## src/rtl/bus_timer_pkg.sv

```systemverilog
// bus_timer_pkg: shared constants, register map and handshake state encodings for bus_timer.
package bus_timer_pkg;
    localparam int DATA_W = 32;
    localparam int ADDR_W = 2;
    localparam logic READ = 1'b1;
    localparam logic WRITE = 1'b0;
    localparam logic [ADDR_W-1:0] TIMER_ADDR_CTRL = 2'd0;
    localparam logic [ADDR_W-1:0] TIMER_ADDR_IRQ = 2'd1;
    localparam logic [ADDR_W-1:0] TIMER_ADDR_EXPIRE = 2'd2;
    localparam logic [ADDR_W-1:0] TIMER_ADDR_COUNTER = 2'd3;
    localparam int TIMER_START_BIT = 0;
    localparam int TIMER_PERIODIC_BIT = 1;
    typedef enum logic [1:0] {BUS_IDLE, BUS_WAIT, BUS_ACK} bus_state_t;
endpackage

```

## src/rtl/bus_slave_if.sv

```systemverilog
// bus_slave_if: wait-state bus responder handshake; latches a request and presents it for one ack cycle.
module bus_slave_if import bus_timer_pkg::*; #(
    parameter int WAIT_CYCLES = 1
) (
    input  logic              clk,
    input  logic              reset,
    input  logic              Cs_,
    input  logic              As_,
    input  logic              RW,
    input  logic [ADDR_W-1:0] Addr,
    input  logic [DATA_W-1:0] WrData,
    output logic [DATA_W-1:0] RdData,
    output logic              Rdy_,
    output logic              acc_en,
    output logic              acc_rw,
    output logic [ADDR_W-1:0] acc_addr,
    output logic [DATA_W-1:0] acc_data,
    input  logic [DATA_W-1:0] rd_val
);
    bus_state_t state, next;
    logic [3:0] wait_cnt;
    logic       strobe;

    assign strobe = state == BUS_IDLE && !Cs_ && !As_;

    always_ff @(posedge clk) begin
        if (reset) begin
            state <= BUS_IDLE;
            wait_cnt <= '0;
            acc_rw <= READ;
            acc_addr <= '0;
            acc_data <= '0;
        end else begin
            state <= next;
            if (strobe) begin
                wait_cnt <= 4'(WAIT_CYCLES);
                acc_rw <= RW;
                acc_addr <= Addr;
                acc_data <= WrData;
            end else if (state == BUS_WAIT) begin
                wait_cnt <= wait_cnt - 4'd1;
            end
        end
    end

    // the last WAIT cycle is the one whose count is about to reach zero
    always_comb begin
        next = state;
        if (strobe)
            next = (WAIT_CYCLES == 0) ? BUS_ACK : BUS_WAIT;
        else if (state == BUS_WAIT && wait_cnt <= 4'd1)
            next = BUS_ACK;
        else if (state == BUS_ACK)
            next = BUS_IDLE;
    end

    assign acc_en = state == BUS_ACK;
    assign Rdy_ = !acc_en;
    assign RdData = (acc_en && acc_rw == READ) ? rd_val : '0;
endmodule

```

## src/rtl/bus_timer.sv

```systemverilog
// bus_timer: memory-mapped interval timer with level interrupt, answering on the shared word bus.
module bus_timer import bus_timer_pkg::*; #(
    parameter int WAIT_CYCLES = 1
) (
    input  logic              clk,
    input  logic              reset,
    input  logic              Cs_,
    input  logic              As_,
    input  logic              RW,
    input  logic [ADDR_W-1:0] Addr,
    input  logic [DATA_W-1:0] WrData,
    output logic [DATA_W-1:0] RdData,
    output logic              Rdy_,
    output logic              Irq
);
    logic              acc_en, acc_rw, wr, hit;
    logic [ADDR_W-1:0] acc_addr;
    logic [DATA_W-1:0] acc_data, rd_val, ctrl_val;
    logic              start, periodic, irq_flag;
    logic [DATA_W-1:0] expire, counter;

    bus_slave_if #(.WAIT_CYCLES(WAIT_CYCLES)) u_if (
        .clk(clk), .reset(reset), .Cs_(Cs_), .As_(As_), .RW(RW), .Addr(Addr), .WrData(WrData),
        .RdData(RdData), .Rdy_(Rdy_), .acc_en(acc_en), .acc_rw(acc_rw), .acc_addr(acc_addr),
        .acc_data(acc_data), .rd_val(rd_val)
    );

    assign wr = acc_en && acc_rw == WRITE;
    assign hit = start && counter == expire;
    assign Irq = irq_flag;

    always_comb begin
        ctrl_val = '0;
        ctrl_val[TIMER_START_BIT] = start;
        ctrl_val[TIMER_PERIODIC_BIT] = periodic;
        rd_val = acc_addr == TIMER_ADDR_CTRL ? ctrl_val :
                 acc_addr == TIMER_ADDR_IRQ ? {{(DATA_W-1){1'b0}}, irq_flag} :
                 acc_addr == TIMER_ADDR_EXPIRE ? expire : counter;
    end

    // bus writes override the timer, except an expiry always sets the flag
    always_ff @(posedge clk) begin
        if (reset) begin
            start <= 1'b0;
            periodic <= 1'b0;
            irq_flag <= 1'b0;
            expire <= '0;
            counter <= '0;
        end else begin
            counter <= (wr && acc_addr == TIMER_ADDR_COUNTER) ? acc_data :
                       hit ? '0 : start ? counter + 32'd1 : counter;
            irq_flag <= hit || ((wr && acc_addr == TIMER_ADDR_IRQ) ? acc_data[0] : irq_flag);
            if (wr && acc_addr == TIMER_ADDR_CTRL) begin
                start <= acc_data[TIMER_START_BIT];
                periodic <= acc_data[TIMER_PERIODIC_BIT];
            end else if (hit && !periodic) begin
                start <= 1'b0;
            end
            if (wr && acc_addr == TIMER_ADDR_EXPIRE)
                expire <= acc_data;
        end
    end
endmodule

```

## config.mk

```make
export PLATFORM = sky130hd
export DESIGN_NAME = bus_timer
export DESIGN_NICKNAME = d
export VERILOG_FILES = /design/src/rtl/bus_timer_pkg.sv /design/src/rtl/bus_slave_if.sv /design/src/rtl/bus_timer.sv
export SDC_FILE = /design/constraint.sdc
export NUM_CORES = 1
export LEC_CHECK = 0
export BUFFER_PORTS_ARGS = -buffer_cell sky130_fd_sc_hd__buf_2
export CAP_MARGIN = 25
export CORE_ASPECT_RATIO = 1.4
export CORE_UTILIZATION = 50
export CTS_CLUSTER_DIAMETER = 150
export DETAILED_ROUTE_END_ITERATION = 10
export GPL_ROUTABILITY_DRIVEN = 1
export PLACE_DENSITY = 0.7
export SLEW_MARGIN = 20
export SYNTH_ARGS = -nofsm -noshare
export SYNTH_HDL_FRONTEND = slang
export SYNTH_HIERARCHICAL = 1
export SYNTH_SLANG_ARGS = --single-unit
```

## constraint.sdc

```tcl
create_clock -name clk -period 2.55 [get_ports clk]
set_input_delay 0.51 -clock clk [delete_from_list [all_inputs] [get_ports clk]]
set_output_delay 0.51 -clock clk [all_outputs]
set_load 0.01 [all_outputs]
```

==> flow_summary.toml <==
[global_routing]
track_usage = 0.294
grt_pass1_wl_microns = 28500
overflow = 0
antenna_found_initial = 0
grt_max_degree = 72
grt_pass1_vias = 5504

[power_and_ir_drop]
leakage_nw = 2.73
p_per_area_mw_per_mm2 = 513
ir_drop_mv = 0.323
power_mw = 3.47

[worst_setup_path]
cp-startpoint = "u_if/acc_addr[1]$_SDFFE_PP0P_"
timing.rr.start = "counter[27]$_SDFFE_PP0P_"
cp_data_arrival_time_ns = 1.85
crit_path_max_fanout = 20
worstPathCellList = "buf_4, nor2b_1, and3_1, buf_2"
cp_slowest_cell = "dfxtp_1"
end_kind = "output pin"
critPathRequiredTime_ns = 2.04
critPathLaunchType = "flop"
max_stage_delay_ns = 0.69
path_class = "reg2out"

[cells_and_area]
n_antenna_cell = 0
n_fill_cell = 1154
drive_gt1_frac = 0.155
nets = 845
area_growth_pct = 11.9
utilization = 0.572

[sta]
fin_crit_sh = 0.925
hold_viol = 0
skew_ns = 0.00535
slew_headroom = 0.484
rsz0062_at_grt = "no"
tightest_slew_ns = 0.774
period_needed_ns = 2.36
fmax_mhz = 424
slew_violations = 0
setup_viol = 0
fin_tns_setup_ns = 0

[floorplanning]
core_area_sq_mm = 0.0118
die_y_microns = 132
die_area_sq_mm = 0.0125
die_w_microns = 94.9
io_pins = 73
rows = 47
start_util = 0.511

[synth]
ys_ff_latch = 108
syn_area_sq_mm = 0.00604
async_reset_ff_frac = 0
synth_edf_count = 0
synthCells = 769
netlist_top_cells_area = "dfxtp_1, nand2_1, a21oi_1, and3_1, xor2_1"
yosysTopAreaCellShare = 0.358
ys_seq_area_frac = 0.358
synth_ff_type = "dfxtp_1"
syn_nets = 811
synth_largest_area_cell = "dfxtp_1"
ys.warnings.count = 6
yosysUniqueCellTypes = 50
synth_area_per_cell_sq_um = 7.85

[drt]
remaining_drc_errors = 0
via_count = 5599
dr.pass1.iters = 5
routed_wl_microns = 17700
wl_per_cell_microns = 18.5
vias_per_cell = 5.87
drt_iter0_drc = 324
ant_nets = 0

[placement]
globalplace.congestion = 0.933
dp_hpwl_microns = 12100
port_buffers = 72

[worst_hold_path]
hp-class = "in2reg"
min_from = "RW"

[clocking]
cts-htree-levels = 3
cts_max_path_buffers = 2
cts_tree = "built"
cts_buffers = 9
cts_sinks = 108
ctsResizeCount = 0
clkLatencyLatePin_ns = 0.35
cts_setup_buffers = 0
clk_pin_slew_ns = 0.07
cts_hold_buf = 0
cts_root_buf = "clkbuf_16"

[job]
maxCapViolCount = 0

[status]
status = "finished clean"
==> where the power goes <==
| part | total [mW] | switching, mW | internal [mW] |
|---|---|---|---|
| logic | 0.219 | 0.133 | 0.0866 |
| registers | 1.77 | 0.0437 | 1.72 |
| clock network | 1.48 | 0.625 | 0.857 |
| total | 3.47 | 0.802 | 2.67 |
==> through the flow <==
| step | setup WS [ns] | hold slack (ns) | instances | area [sq um] |
|---|---|---|---|---|
| after floorplan | 0.357 | 0.435 | 769 | 6040 |
| after global placement | 0.275 | 0.458 | 939 | 6450 |
| after detailed placement | 0.225 | 0.469 | 939 | 6450 |
| after CTS | 0.166 | 0.371 | 954 | 6760 |
| after global routing | 0.0339 | 0.395 | 954 | 6760 |
| final | 0.192 | 0.381 | 954 | 6760 |
==> logic make-up after synthesis <==
kind of cell	Yosys count	share of synthesized area
multiplexers	35	0.0603
buffers and inverters	81	0.0626
flip-flops	108	0.358
adder cells (fa/ha/maj)	3	0.00622
XOR/XNOR	63	0.0914
AND/OR/NAND/NOR	336	0.284
AO/OA/AOI/OAI	143	0.138
==> flip-flops by register name, indices dropped and copies added, names as in the netlist <==
register	flops
u_if/acc_rw	1
periodic	1
counter	32
u_if/acc_data	32
u_if/acc_addr	2
start	1
Irq	1
expire	32
u_if/state	2
u_if/wait_cnt	4
==> metal layers <==
layer	global-route usage	wire, microns	vias to the layer above
met5	0	0	-
met4	0.150	693	0
met3	0.0409	743	41
met2	0.496	8950	158
met1	0.357	7280	2673
li1	-	-	2727
==> area by class of cell <==
| type | count | area, sq um | share of cell area |
|---|---|---|---|
| Clock buffer | 11 | 233 | 0.0344 |
| Clock inverter | 4 | 75.1 | 0.0111 |
| Inverter | 9 | 33.8 | 0.00500 |
| Multi-Input combinational cell | 580 | 3510 | 0.519 |
| Sequential cell | 108 | 2160 | 0.320 |
| Tap cell | 147 | 184 | 0.0272 |
| Timing Repair Buffer | 95 | 561 | 0.0829 |
==> path summary, 6_finish.rpt <==
path / to / slack (ns) / cells past startpoint
min reg2reg: expire[29]$_SDFFE_PP0P_ / 0.47 / 2
max: RdData[15] / 0.19 / 4
min: u_if/acc_rw$_SDFFE_PP1P_ / 0.38 / 3
max reg2reg: counter[12]$_SDFFE_PP0P_ / 0.19 / 6
==> worst max-delay path, delay by kind of cell (launching register included) <==
kind / cells / cell delay, ns
flops: 1 / 0.69
simple gates: 2 / 0.32
buf+inv: 2 / 0.49
==> Yosys cell counts (2+ instances only) <==
master	instances
nand2_1	146
dfxtp_1	108
a21oi_1	99
and3_1	64
clkbuf_1	59
xor2_1	43
mux2i_1	33
nor2b_1	32
o22ai_1	27
xnor2_1	20
nor4_1	18
nand3_1	17
nor3_1	14
nor2_1	11
nand4_1	10
inv_1	9
buf_6	7
and4_1	5
or4_1	4
buf_2	3
ha_1	3
o22ai_2	3
a211oi_1	2
a21oi_2	2
buf_4	2
nand3b_1	2
nor4b_1	2
or3_1	2
==> placed cells by master (no fill, tap or decap), drive strengths merged, types with 2 or more instances in the layout <==
cell type  netlist  final
a211oi           2      2
a21oi          101    101
and3            65     65
and4             6      6
buf             12     95
bufinv           0      2
clkbuf          60     11
clkinvlp         0      2
dfxtp          108    108
ha               3      3
inv              9      9
mux2i           33     33
nand2          146    146
nand3           17     17
nand3b           2      2
nand4           10     10
nor2            11     11
nor2b           32     32
nor3            14     14
nor4            18     18
nor4b            2      2
o22ai           30     30
or3              2      2
or4              5      5
xnor2           20     20
xor2            43     43
No activity file was read; power rests on OpenSTA's default activity.
